**src/rtl/fetch_pc_unit.sv**
```systemverilog
// fetch_pc_unit: owns the fetch-stage program counter, drives the instruction
// memory address, and hands {pc, instr} pairs to decode through a 2-entry
// valid/ready buffer. Branch redirects flush the buffer and realign the PC.
module fetch_pc_unit #(
    parameter int              WORD     = 64,
    parameter logic [WORD-1:0] RESET_PC = '0,
    parameter int              INSTR_W  = 32
) (
    input  logic               clk,
    input  logic               reset,
    input  logic               stall,
    input  logic               branch_taken,
    input  logic [WORD-1:0]    branch_target,
    output logic [WORD-1:0]    imem_addr,
    input  logic [INSTR_W-1:0] imem_instr,
    output logic               if_valid,
    output logic [WORD-1:0]    if_pc,
    output logic [INSTR_W-1:0] if_instr,
    input  logic               id_ready,
    output logic               align_fault
);

    logic [WORD-1:0]    pc;
    logic [1:0]         count;
    logic [WORD-1:0]    tail_pc;
    logic [INSTR_W-1:0] tail_instr;
    logic               pop;
    logic               fetch;

    // The head entry is kept directly in the output registers so if_pc and
    // if_instr are registered and hold steady while decode backpressures.
    assign imem_addr = pc;
    assign if_valid  = (count != 2'd0);
    assign pop       = if_valid & id_ready;
    // reset is asynchronous, so inside the clocked logic it is already low
    // whenever fetch matters; it is kept here to mirror the handshake rule.
    assign fetch     = !reset & !stall & !branch_taken & ((count != 2'd2) | pop);

    // PC register, 2-entry FIFO buffer and registered alignment fault.
    always_ff @(posedge clk or posedge reset) begin
        if (reset) begin
            // NOTE: buffer storage is reset too, because the head entry doubles
            // as the if_pc/if_instr outputs, which must read zero after reset.
            pc          <= RESET_PC;
            count       <= 2'd0;
            if_pc       <= '0;
            if_instr    <= '0;
            tail_pc     <= '0;
            tail_instr  <= '0;
            align_fault <= 1'b0;
        end else begin
            // NOTE: non-blocking assignments so every register samples the
            // pre-edge values of pc/count regardless of statement order.
            align_fault <= 1'b0;
            if (branch_taken) begin
                // Redirect wins over stall and fetch; any in-flight pop and
                // the fetch at the old PC are discarded with the flush.
                pc          <= {branch_target[WORD-1:2], 2'b00};
                count       <= 2'd0;
                align_fault <= |branch_target[1:0];
            end else begin
                if (fetch) begin
                    pc <= pc + WORD'(4);
                end
                unique case ({fetch, pop})
                    2'b10: begin
                        if (count == 2'd0) begin
                            if_pc    <= pc;
                            if_instr <= imem_instr;
                        end else begin
                            tail_pc    <= pc;
                            tail_instr <= imem_instr;
                        end
                        count <= count + 2'd1;
                    end
                    2'b01: begin
                        if_pc    <= tail_pc;
                        if_instr <= tail_instr;
                        count    <= count - 2'd1;
                    end
                    2'b11: begin
                        if (count == 2'd1) begin
                            if_pc    <= pc;
                            if_instr <= imem_instr;
                        end else begin
                            if_pc      <= tail_pc;
                            if_instr   <= tail_instr;
                            tail_pc    <= pc;
                            tail_instr <= imem_instr;
                        end
                    end
                    default: ;
                endcase
            end
        end
    end

endmodule

```
**config.mk**
```make
export PLATFORM = sky130hd
export DESIGN_NAME = fetch_pc_unit
export DESIGN_NICKNAME = d
export VERILOG_FILES = /design/src/rtl/fetch_pc_unit.sv
export SDC_FILE = /design/constraint.sdc
export NUM_CORES = 1
export LEC_CHECK = 0
export ABC_AREA = 1
export CAP_MARGIN = 20
export CORE_MARGIN = 5
export CORE_UTILIZATION = 50
export DETAILED_ROUTE_END_ITERATION = 10
export DONT_BUFFER_PORTS = 1
export GPL_ROUTABILITY_DRIVEN = 1
export GPL_TIMING_DRIVEN = 0
export PLACE_DENSITY = 0.69
export SYNTH_ARGS = -nofsm -noshare
export SYNTH_HDL_FRONTEND = slang
export SYNTH_SLANG_ARGS = --single-unit
export TNS_END_PERCENT = 20
```
**constraint.sdc**
```tcl
create_clock -name clk -period 9.9 [get_ports clk]
set_input_delay 1.98 -clock clk [delete_from_list [all_inputs] [get_ports clk]]
set_output_delay 1.98 -clock clk [all_outputs]
set_load 0.01 [all_outputs]
```
# [Word-level counts from Yosys, hierarchy flattened]
# Cells that the tools add are included.
[word_totals] register_bits=259 mem_bits_rw=0 out_inout_bits=162 n_memories=0 latch_bits=0 mem_bits_ro=0
[op_classes] magnitude_cmp=0 div=0 n_shift=0 n_bitwise=6 mul=0 mux=17 add_sub_neg=3 n_reduce_logical=12 n_eq_ne=8
[ops] op="64-bit 2-to-1 mux" n=6
[ops] op="64-bit one-hot mux with 3 select lines" n=1
[ops] op="32-bit 2-to-1 mux" n=4
[ops] op="64-bit one-hot mux with 2 select lines" n=1
[ops] op="32-bit one-hot mux with 3 select lines" n=1
[ops] op="64-bit by 3-bit adder with 64-bit output, second input constant" n=1
[ops] op="32-bit one-hot mux with 2 select lines" n=1
[ops] op="2-bit != test, second input constant" n=4
[ops] op="2-bit nonzero test" n=3
[ops] op="3-bit nonzero test" n=2
[ops] op="1-bit AND" n=4
[ops] op="2-bit by 1-bit == test with 1-bit output, second input constant" n=2
[ops] op="2-bit == test, second input constant" n=2
[ops] op="2-bit one-hot mux with 2 select lines" n=1
[ops] op="4-bit AND reduction" n=1
[ops] op="1-bit logical NOT" n=3
[ops] op="3-bit AND reduction" n=1
[ops] op="2-bit by 1-bit adder with 2-bit output, second input constant" n=1
[ops] op="2-bit logical NOT" n=1
[ops] op="2-bit 2-to-1 mux" n=1
[ops] op="2-bit OR reduction" n=1
[ops] op="2-bit by 1-bit subtractor with 2-bit output, second input constant" n=1
[ops] op="1-bit 2-to-1 mux" n=1
[ops] op="1-bit NOT" n=1
[ops] op="1-bit OR" n=1

# [Depth between registers and ports, before layout]
# Gate-level depths: netlist of the first run.
[logic_depth] ltp_word=7 ltp_mapped=11 ltp_nobuf=11

# [Worst setup path after synthesis of the first run]
# OpenSTA, ideal clock, no wires.
[synth_path] path_type="in2reg" start="input reset" end="register tail_pc[10]" path_buffers=2 slack_ps=889 required_time_ps=9776 stages=8 arrival_time_ps=8888 path_cell_list="inv_1 -> nand2_2 -> nor2_1 -> nand2_1 -> o32ai_4 -> buf_2 -> buf_2 -> a21oi_1"
[synth_via] elab_chain_len=7
[synth_rtl] element="start, declared" line_no="10" text="input logic reset,"
[synth_rtl] element="1-bit logical NOT (no source line) (*)"
[synth_rtl] element="1-bit AND (*) (3 in series)" line_no="37" text="assign fetch = !reset & !stall & !branch_taken & ((count != 2'd2) | pop);"
[synth_rtl] element="2-bit == test" line_no="65" text="unique case ({fetch, pop})"
[synth_rtl] element="2-bit != test (no source line) / 2-bit nonzero test (equally long branches)"
[synth_rtl] element="4-bit AND reduction (no source line)"
[synth_rtl] element="end signal, assigned" line_no="71" text="tail_pc <= pc;"
[synth_rtl] element="end signal, assigned" line_no="88" text="tail_pc <= pc;"
[synth_rtl] element="end, declared" line_no="25" text="logic [WORD-1:0] tail_pc;"
# Mark *: on every way between the ends. The rest lies on a longest branch, timed or not.
# A chain may end at the register's enable or synchronous reset.

# [Worst setup path after layout of the first run]
[layout_path] start="input reset" end="register if_pc[23]"
[layout_via] elab_chain_len=7
[layout_rtl] element="1-bit logical NOT (no source line) (*)"
[layout_rtl] element="1-bit AND (*) (3 in series)" line_no="37"
[layout_rtl] element="2-bit == test / 2-bit by 1-bit == test with 1-bit output (equally long branches)" line_no="65"
[layout_rtl] element="2-bit != test (no source line) / 3-bit nonzero test (equally long branches)"
[layout_rtl] element="3-bit AND reduction (no source line)"
[layout_rtl] element="end signal, assigned" line_no="68" text="if_pc <= pc;"
[layout_rtl] element="end signal, assigned" line_no="77" text="if_pc <= tail_pc;"
[layout_rtl] element="end signal, assigned" line_no="83" text="if_pc <= pc;"
[layout_rtl] element="end, declared" line_no="17" text="output logic [WORD-1:0] if_pc,"
# Marked as above.

==> results of run 1 <==
==> power breakdown <==
part	internal (mW)	total, mW	switching, mW
clock network	0.640	1.07	0.427
registers	1.46	1.94	0.476
logic	0.351	0.942	0.591
==> cells by family after synthesis <==
logic type               count (synthesis)  synth area share, %
other                                    1               0.0285
adder cells (fa/ha/maj)                  4                0.380
buffers and inverters                  271                 8.34
flip-flops                             254                 48.3
AND/OR/NAND/NOR                        970                 29.6
AO/OA/AOI/OAI                          314                 13.4
==> cells in the mapped netlist <==
cell type	n	share of area (%)
dfrtp_1	254	48
nor2_1	334	9.5
buf_1	5	0.14
inv_1	170	4.8
or2_2	1	0.048
buf_2	46	1.7
o22a_1	1	0.067
a211oi_1	3	0.17
nand3_1	164	6.2
a21oi_2	1	0.067
a22oi_1	4	0.23
nor2_2	2	0.095
a21oi_1	96	3.7
ha_1	4	0.38
a31oi_1	95	4.5
nand2_2	2	0.095
nand4_1	9	0.43
o21ai_0	108	4.1
o211ai_1	1	0.057
conb_1	1	0.028
o2bb2ai_1	2	0.13
nor2_4	1	0.086
clkbuf_1	44	1.3
nor3_1	2	0.076
o32ai_4	1	0.21
a21oi_4	1	0.12
nand2_1	455	13
buf_4	6	0.34
o21bai_1	1	0.057
==> per-layer routing <==
| metal | global-route usage (%) | up-vias | share of wire [%] |
|---|---|---|---|
| li1 | - | 5925 | - |
| met1 | 41.3 | 5874 | 41 |
| met2 | 48.7 | 551 | 45 |
| met3 | 7.09 | 107 | 10 |
| met4 | 11.3 | 2 | 4.0 |
| met5 | 0 | - | 0.026 |
==> through the flow <==
step / instances / area (sq um) / hold slack [ns]
after CTS: 2203 / 14600 / 0.525
after floorplan: 1815 / 13200 / 0.490
after global placement: 2150 / 13600 / 0.505
after detailed placement: 2152 / 13600 / 0.513
final: 2205 / 14600 / 0.527
after global routing: 2205 / 14600 / 0.537
==> registers in the layout, indices dropped and copies added, names as in the netlist <==
name	flops
tail_pc	62
align_fault	1
tail_instr	32
imem_addr	62
count	2
if_instr	32
if_pc	63
==> path summary, 6_finish.rpt <==
kind / to / from
min in group asynchronous: if_instr[11] / reset
max: if_pc[23] / reset
max in group asynchronous: imem_addr[51] / reset
min reg2reg: tail_pc[52] / tail_pc[52]
min: tail_pc[52] / tail_pc[52]
max reg2reg: tail_pc[15] / count[0]
==> cell type report <==
type | count | area share, %
Inverter | 170 | 4.43
Tap cell | 335 | 2.87
Buffer | 101 | 3.15
Clock inverter | 6 | 0.575
Clock buffer | 45 | 5.87
Timing Repair Buffer | 2 | 0.377
Sequential cell | 254 | 43.6
Antenna cell | 2 | 0.0343
Multi-Input combinational cell | 1290 | 39.1
==> worst register-to-register path: stages (launching register included) <==
cell,delay (ns)
dfrtp_1,0.35
inv_1,0.09
ha_1,0.26
inv_1,0.15
nand2_2,0.16
o32ai_4,0.85
buf_4,0.41
buf_2,0.30
nor2_1,0.07
a21oi_1,0.14
==> metrics.md, run 1 <==
| Metric | Value |
|---|---|
| Outcome | `complete, no violations` |
| Post-CTS setup buffers | `0` |
| Via-to-Cell Ratio | `5.65` |
| CTS hold repair buffers | `0` |
| Vias in the first global route | `about 12k` |
| Initial Util | `roughly half` |
| Crit path depth | `9` |
| Root buf cell | `clkbuf_16` |
| Setup WS post-layout | `approximately 5.7 ns` |
| FP Rows | `between 50 and 60` |
| Largest fanout on the critical path | `107` |
| Drt initial violations | `around 1.0k` |
| Worst-path clk slew | `roughly 0.060 ns` |
| Fin crit period | `approximately 4.2 ns` |
| Clock sink count | `between 200 and 300` |
| Die area | `29700 sq um` |
| H-tree Lvls | `1` |
| Critical path, cell by cell | `inv_8 > buf_16 > nand2_2 > nor2_1 > nand2_1 > a21oi_4 > buf_2 > buf_2 > a31oi_1` |
| Layout cell share with drive strength beyond 1 | `around 5.7%` |
| Crit path DAT | `roughly 4.6 ns` |
| Buffers & Inverters on Critical Path | `4` |
| Hold path cells | `2` |
| CP Data Required Time | `10.31 ns` |
| Post-synthesis area per instance | `roughly 7.3 sq um` |
| Flop2flop setup slack | `between 7 and 8 ns` |
| Seq cells post-synth | `~250` |
| Place WS | `5.16 ns` |
| Worst hold path type | `register to register` |
| Placer's final routability congestion estimate | `0.982` |
| Final core occ | `56.1%` |
| Most common cell after layout, fill and taps aside | `nand2_1` |
| Clk_lat worst skew | `0.56 ns` |
| Filler Cell Count | `around 2.6k` |
| Most frequent cells in the layout | `nand2_1, nor2_1, dfrtp_1` |
| Maximum VDD drop | `roughly 0.18 mV` |
| Crit path kind | `input port to register` |
| Top cell by count, worst path | `buf_2` |
| Drt drc | `0` |
| Clk_skew | `0.0197 ns` |
| DP HPWL | `~34 mm` |
| Slew Limit Fails | `0` |
| Post_cts resized | `0` |
| Netlist Area Pre-Place | `between 10000 and 15000 sq um` |
| Final ANT Viol Nets | `0` |
| TritonCTS clock tree | `done` |
| Post-synth cell types | `29` |
| CTS Buf Count | `28` |
| First drt pass iteration count | `5` |
| DIE HEIGHT | `172 um` |
| Grt ovf | `0` |
| Crit-path max cell delay | `0.48 ns` |
| Fin Setup TNS | `0 ns` |
| Core area | `26000 sq um` |
| Total power | `between 3 and 4 mW` |
| Area of the multi-input gates | `about 5700 sq um` |
| Die X | `~170 um` |
| Final WL | `~46 mm` |
| Worst reg2reg path depth | `9` |
| RSZ-0062 raised after global routing | `false` |
| Synth warn | `0` |
| Standby leakage power | `between 6 and 7 nW` |
| Max transition margin | `between 30% and 40%` |
| Nature of the critical path endpoint | `register` |
| Clk buf depth | `3` |
| Worst-Margin Slew | `0.950 ns` |
| First-pass GRT wire length | `just over 70 mm` |
| # IOs | `around 260` |
| CP max stage cell | `a21oi_4` |
| Power Dens Cells | `271 nW/um^2` |
| Top Family by Delay on Critical Path | `buffers and inverters` |
| Layout Nets | `about 2.0k` |
| Endpoints failing setup | `0` |
| Largest net degree at the start of global routing | `roughly 130` |
| Via Count | `around 12k` |
| Post-DR wirelength/cell | `between 20 and 25 um` |
| Startpoint Class | `input port` |
| Gr usage total | `between 30% and 40%` |
| Instance count of the mapped netlist | `between 1.5k and 2k` |
| Seq/Total Area, Yosys | `48.3%` |
| Max_cap viols | `0` |
| Fmax | `240 MHz` |
| Initial antenna violation count | `3` |
| Port buffer count | `0` |
| Final worst-path cycle share | `~42%` |
| Final Hold Fails | `0` |
| Sequential cell area | `between 6000 and 7000 sq um` |
| Area Growth Syn to Fin | `10.9%` |
(Power assumes the default switching activity.)
==> inputs of run 2 (changes only) <==
Clock period 9.9 ns to 4.25 ns, I/O delays scaled along.
==> metrics.md, run 2 (synthesis gave the netlist of run 1 again) <==
| Metric | Value |
|---|---|
| Outcome | `complete, no violations` |
| Crit path DAT | `3.51 ns (-1.06 ns)` |
| Core area | `26000 sq um (unchanged)` |
| Max reg flops | `63 (unchanged)` |
| Worst-Margin Slew | `0.946 ns (-0.00391 ns)` |
| Max_cap viols | `0 (unchanged)` |
| Slew Limit Fails | `0 (unchanged)` |
| Clk buf depth | `3 (unchanged)` |
| Most frequent cells in the layout | `nand2_1, nor2_1, dfrtp_1` |
| Clk_lat worst skew | `0.57 ns (about the same)` |
| Clk_skew | `0.0161 ns (-0.00359 ns)` |
| CTS hold repair buffers | `0 (unchanged)` |
| Clock sink count | `254 (unchanged)` |
| Maximum VDD drop | `0.430 mV (+130%)` |
| Drt drc | `0 (unchanged)` |
| Final ANT Viol Nets | `0 (unchanged)` |
| CP max stage cell | `a21oi_4` |
| DP HPWL | `35.1 mm (+2.7%)` |
| Startpoint Class | `input port` |
| Top Family by Delay on Critical Path | `buffers and inverters` |
| CP Data Required Time | `4.67 ns (-5.64 ns)` |
| Die X | `172 um (unchanged)` |
| Placed Instances | `2157 (+0.23%)` |
| Power Dens Cells | `631 nW/um^2 (+130%)` |
| First-pass GRT wire length | `70.7 mm (+0.38%)` |
| Crit path kind | `input port to register` |
| Top cell by count, worst path | `buf_2` |
| Biggest register | `if_pc` |
| Initial antenna violation count | `2 (-1)` |
| Port buffer count | `0 (unchanged)` |
| # IOs | `263 (unchanged)` |
| Die area | `29700 sq um (unchanged)` |
| H-tree Lvls | `1 (unchanged)` |
| Root buf cell | `clkbuf_16` |
| Via Count | `12.5k (+0.59%)` |
| Largest fanout on the critical path | `35 (-67%)` |
| RSZ-0062 raised after global routing | `false` |
| Fmax | `about 320 MHz` |
| Post_cts resized | `0 (unchanged)` |
| Post-DR wirelength/cell | `20.9 um (+1.4%)` |
| Grt ovf | `0 (unchanged)` |
| Layout cell share with drive strength beyond 1 | `6.36% (+0.68 points)` |
| Initial Util | `50.6% (unchanged)` |
| Critical path, cell by cell | `clkinvlp_4 > buf_12 > nand2_2 > nor2_1 > nand2_1 > a21oi_4 > buf_2 > buf_2 > a31oi_1` |
| DIE HEIGHT | `172 um (unchanged)` |
| Fin cells | `2209 (+0.18%)` |
| Area Growth Syn to Fin | `11.7%` |
| TritonCTS clock tree | `done` |
| Crit-path max cell delay | `0.52 ns (+0.04 ns)` |
| Filler Cell Count | `2527 (-2.3%)` |
| First drt pass iteration count | `6 (+1)` |
| Layout Nets | `1958 (+0.31%)` |
| Total power | `9.27 mW (+130%)` |
| Final Hold Fails | `0 (unchanged)` |
| Standby leakage power | `6.78 nW (+0.77%)` |
| Post-CTS setup buffers | `0 (unchanged)` |
| Fin Setup TNS | `0 ns (unchanged)` |
| Worst hold path type | `input port to asynchronous set/reset pin` |
| Fin crit period | `just over 3 ns` |
| Max transition margin | `36.9% (+0.26 points)` |
| Final WL | `46.2 mm (+1.6%)` |
| Buffers & Inverters on Critical Path | `4 (unchanged)` |
| Via-to-Cell Ratio | `5.67 (+0.41%)` |
| Placer's final routability congestion estimate | `0.977 (-0.47%)` |
| Final worst-path cycle share | `72.5%` |
| Worst-path clk slew | `0.06 ns (about the same)` |
| Largest net degree at the start of global routing | `41 (-67%)` |
| Nature of the critical path endpoint | `register` |
| FP Rows | `59 (unchanged)` |
| Gr usage total | `30.7% (+0.075 points)` |
| Endpoints failing setup | `0 (unchanged)` |
| Drt initial violations | `1176 (+14%)` |
| Vias in the first global route | `12.2k (+0.89%)` |
| CTS Buf Count | `29 (+3.6%)` |
| Most common cell after layout, fill and taps aside | `nand2_1` |
[run 2: worst paths after layout]
path / start / slack (ns) / cells after the start / end
max reg2reg: imem_addr[3] / 1.30 / 10 / imem_addr[54]
min reg2reg: tail_pc[52] / 0.53 / 2 / tail_pc[52]
max in group asynchronous: reset / 2.89 / 4 / imem_addr[51]
max: reset / 1.17 / 9 / if_pc[21]
min in group clk: imem_instr[1] / 0.41 / 2 / tail_instr[1]
min: reset / 0.25 / 1 / if_pc[13]
[run 2: stage by stage]
| stage | area, sq um | utilization, % | setup WS [ns] | hold slack [ns] |
|---|---|---|---|---|
| 6_report | 14700 | 56.6 | 1.17 | 0.248 |
| 5_1_grt | 14700 | 56.6 | 1.02 | 0.274 |
| 4_1_cts | 14700 | 56.5 | 1.22 | 0.239 |
| 3_5_place_dp | 13700 | 52.9 | 0.645 | 0.514 |
| 3_3_place_gp | 13600 | 52.3 | -3.96 | 0.504 |
| 2_1_floorplan | 13200 | - | -1.78 | 0.490 |
[run 2: layout make-up]
type | instances | area (sq um) | share of cell area (%)
antenna | 2 | 5.00 | 0.0341
buffer | 101 | 468 | 3.18
clock buffer | 43 | 848 | 5.77
clock inverter | 7 | 106 | 0.724
inverter | 170 | 642 | 4.37
multi-input combinational | 1290 | 5710 | 38.9
sequential | 254 | 6360 | 43.3
tap | 335 | 419 | 2.85
timing repair buffer | 7 | 140 | 0.954
[run 2: report_power, final]
group	leakage, nW	total, mW	switching, mW	internal, mW
clock	0.467	2.53	1.03	1.50
combinational	3.38	2.21	1.39	0.825
sequential	2.93	4.53	1.12	3.41
[run 2: routing by layer]
layer	share of wire (%)	vias to the layer above	track usage, %
li1	-	5943	-
met4	4.6	0	11.2
met2	44	607	48.5
met3	11	121	8.66
met1	40	5862	40.6
met5	0	-	0
[run 2: worst reg2reg max path, stage by stage (launching register included)]
cell and delay, ns:
dfrtp_1 0.56, ha_1 0.28, nand2_1 0.10, nor2_1 0.39
nand2_1 0.21, nor2_2 0.53, nand2_1 0.29, o21ai_0 0.23
nand3_1 0.12, nand2_1 0.09, nand2_1 0.04
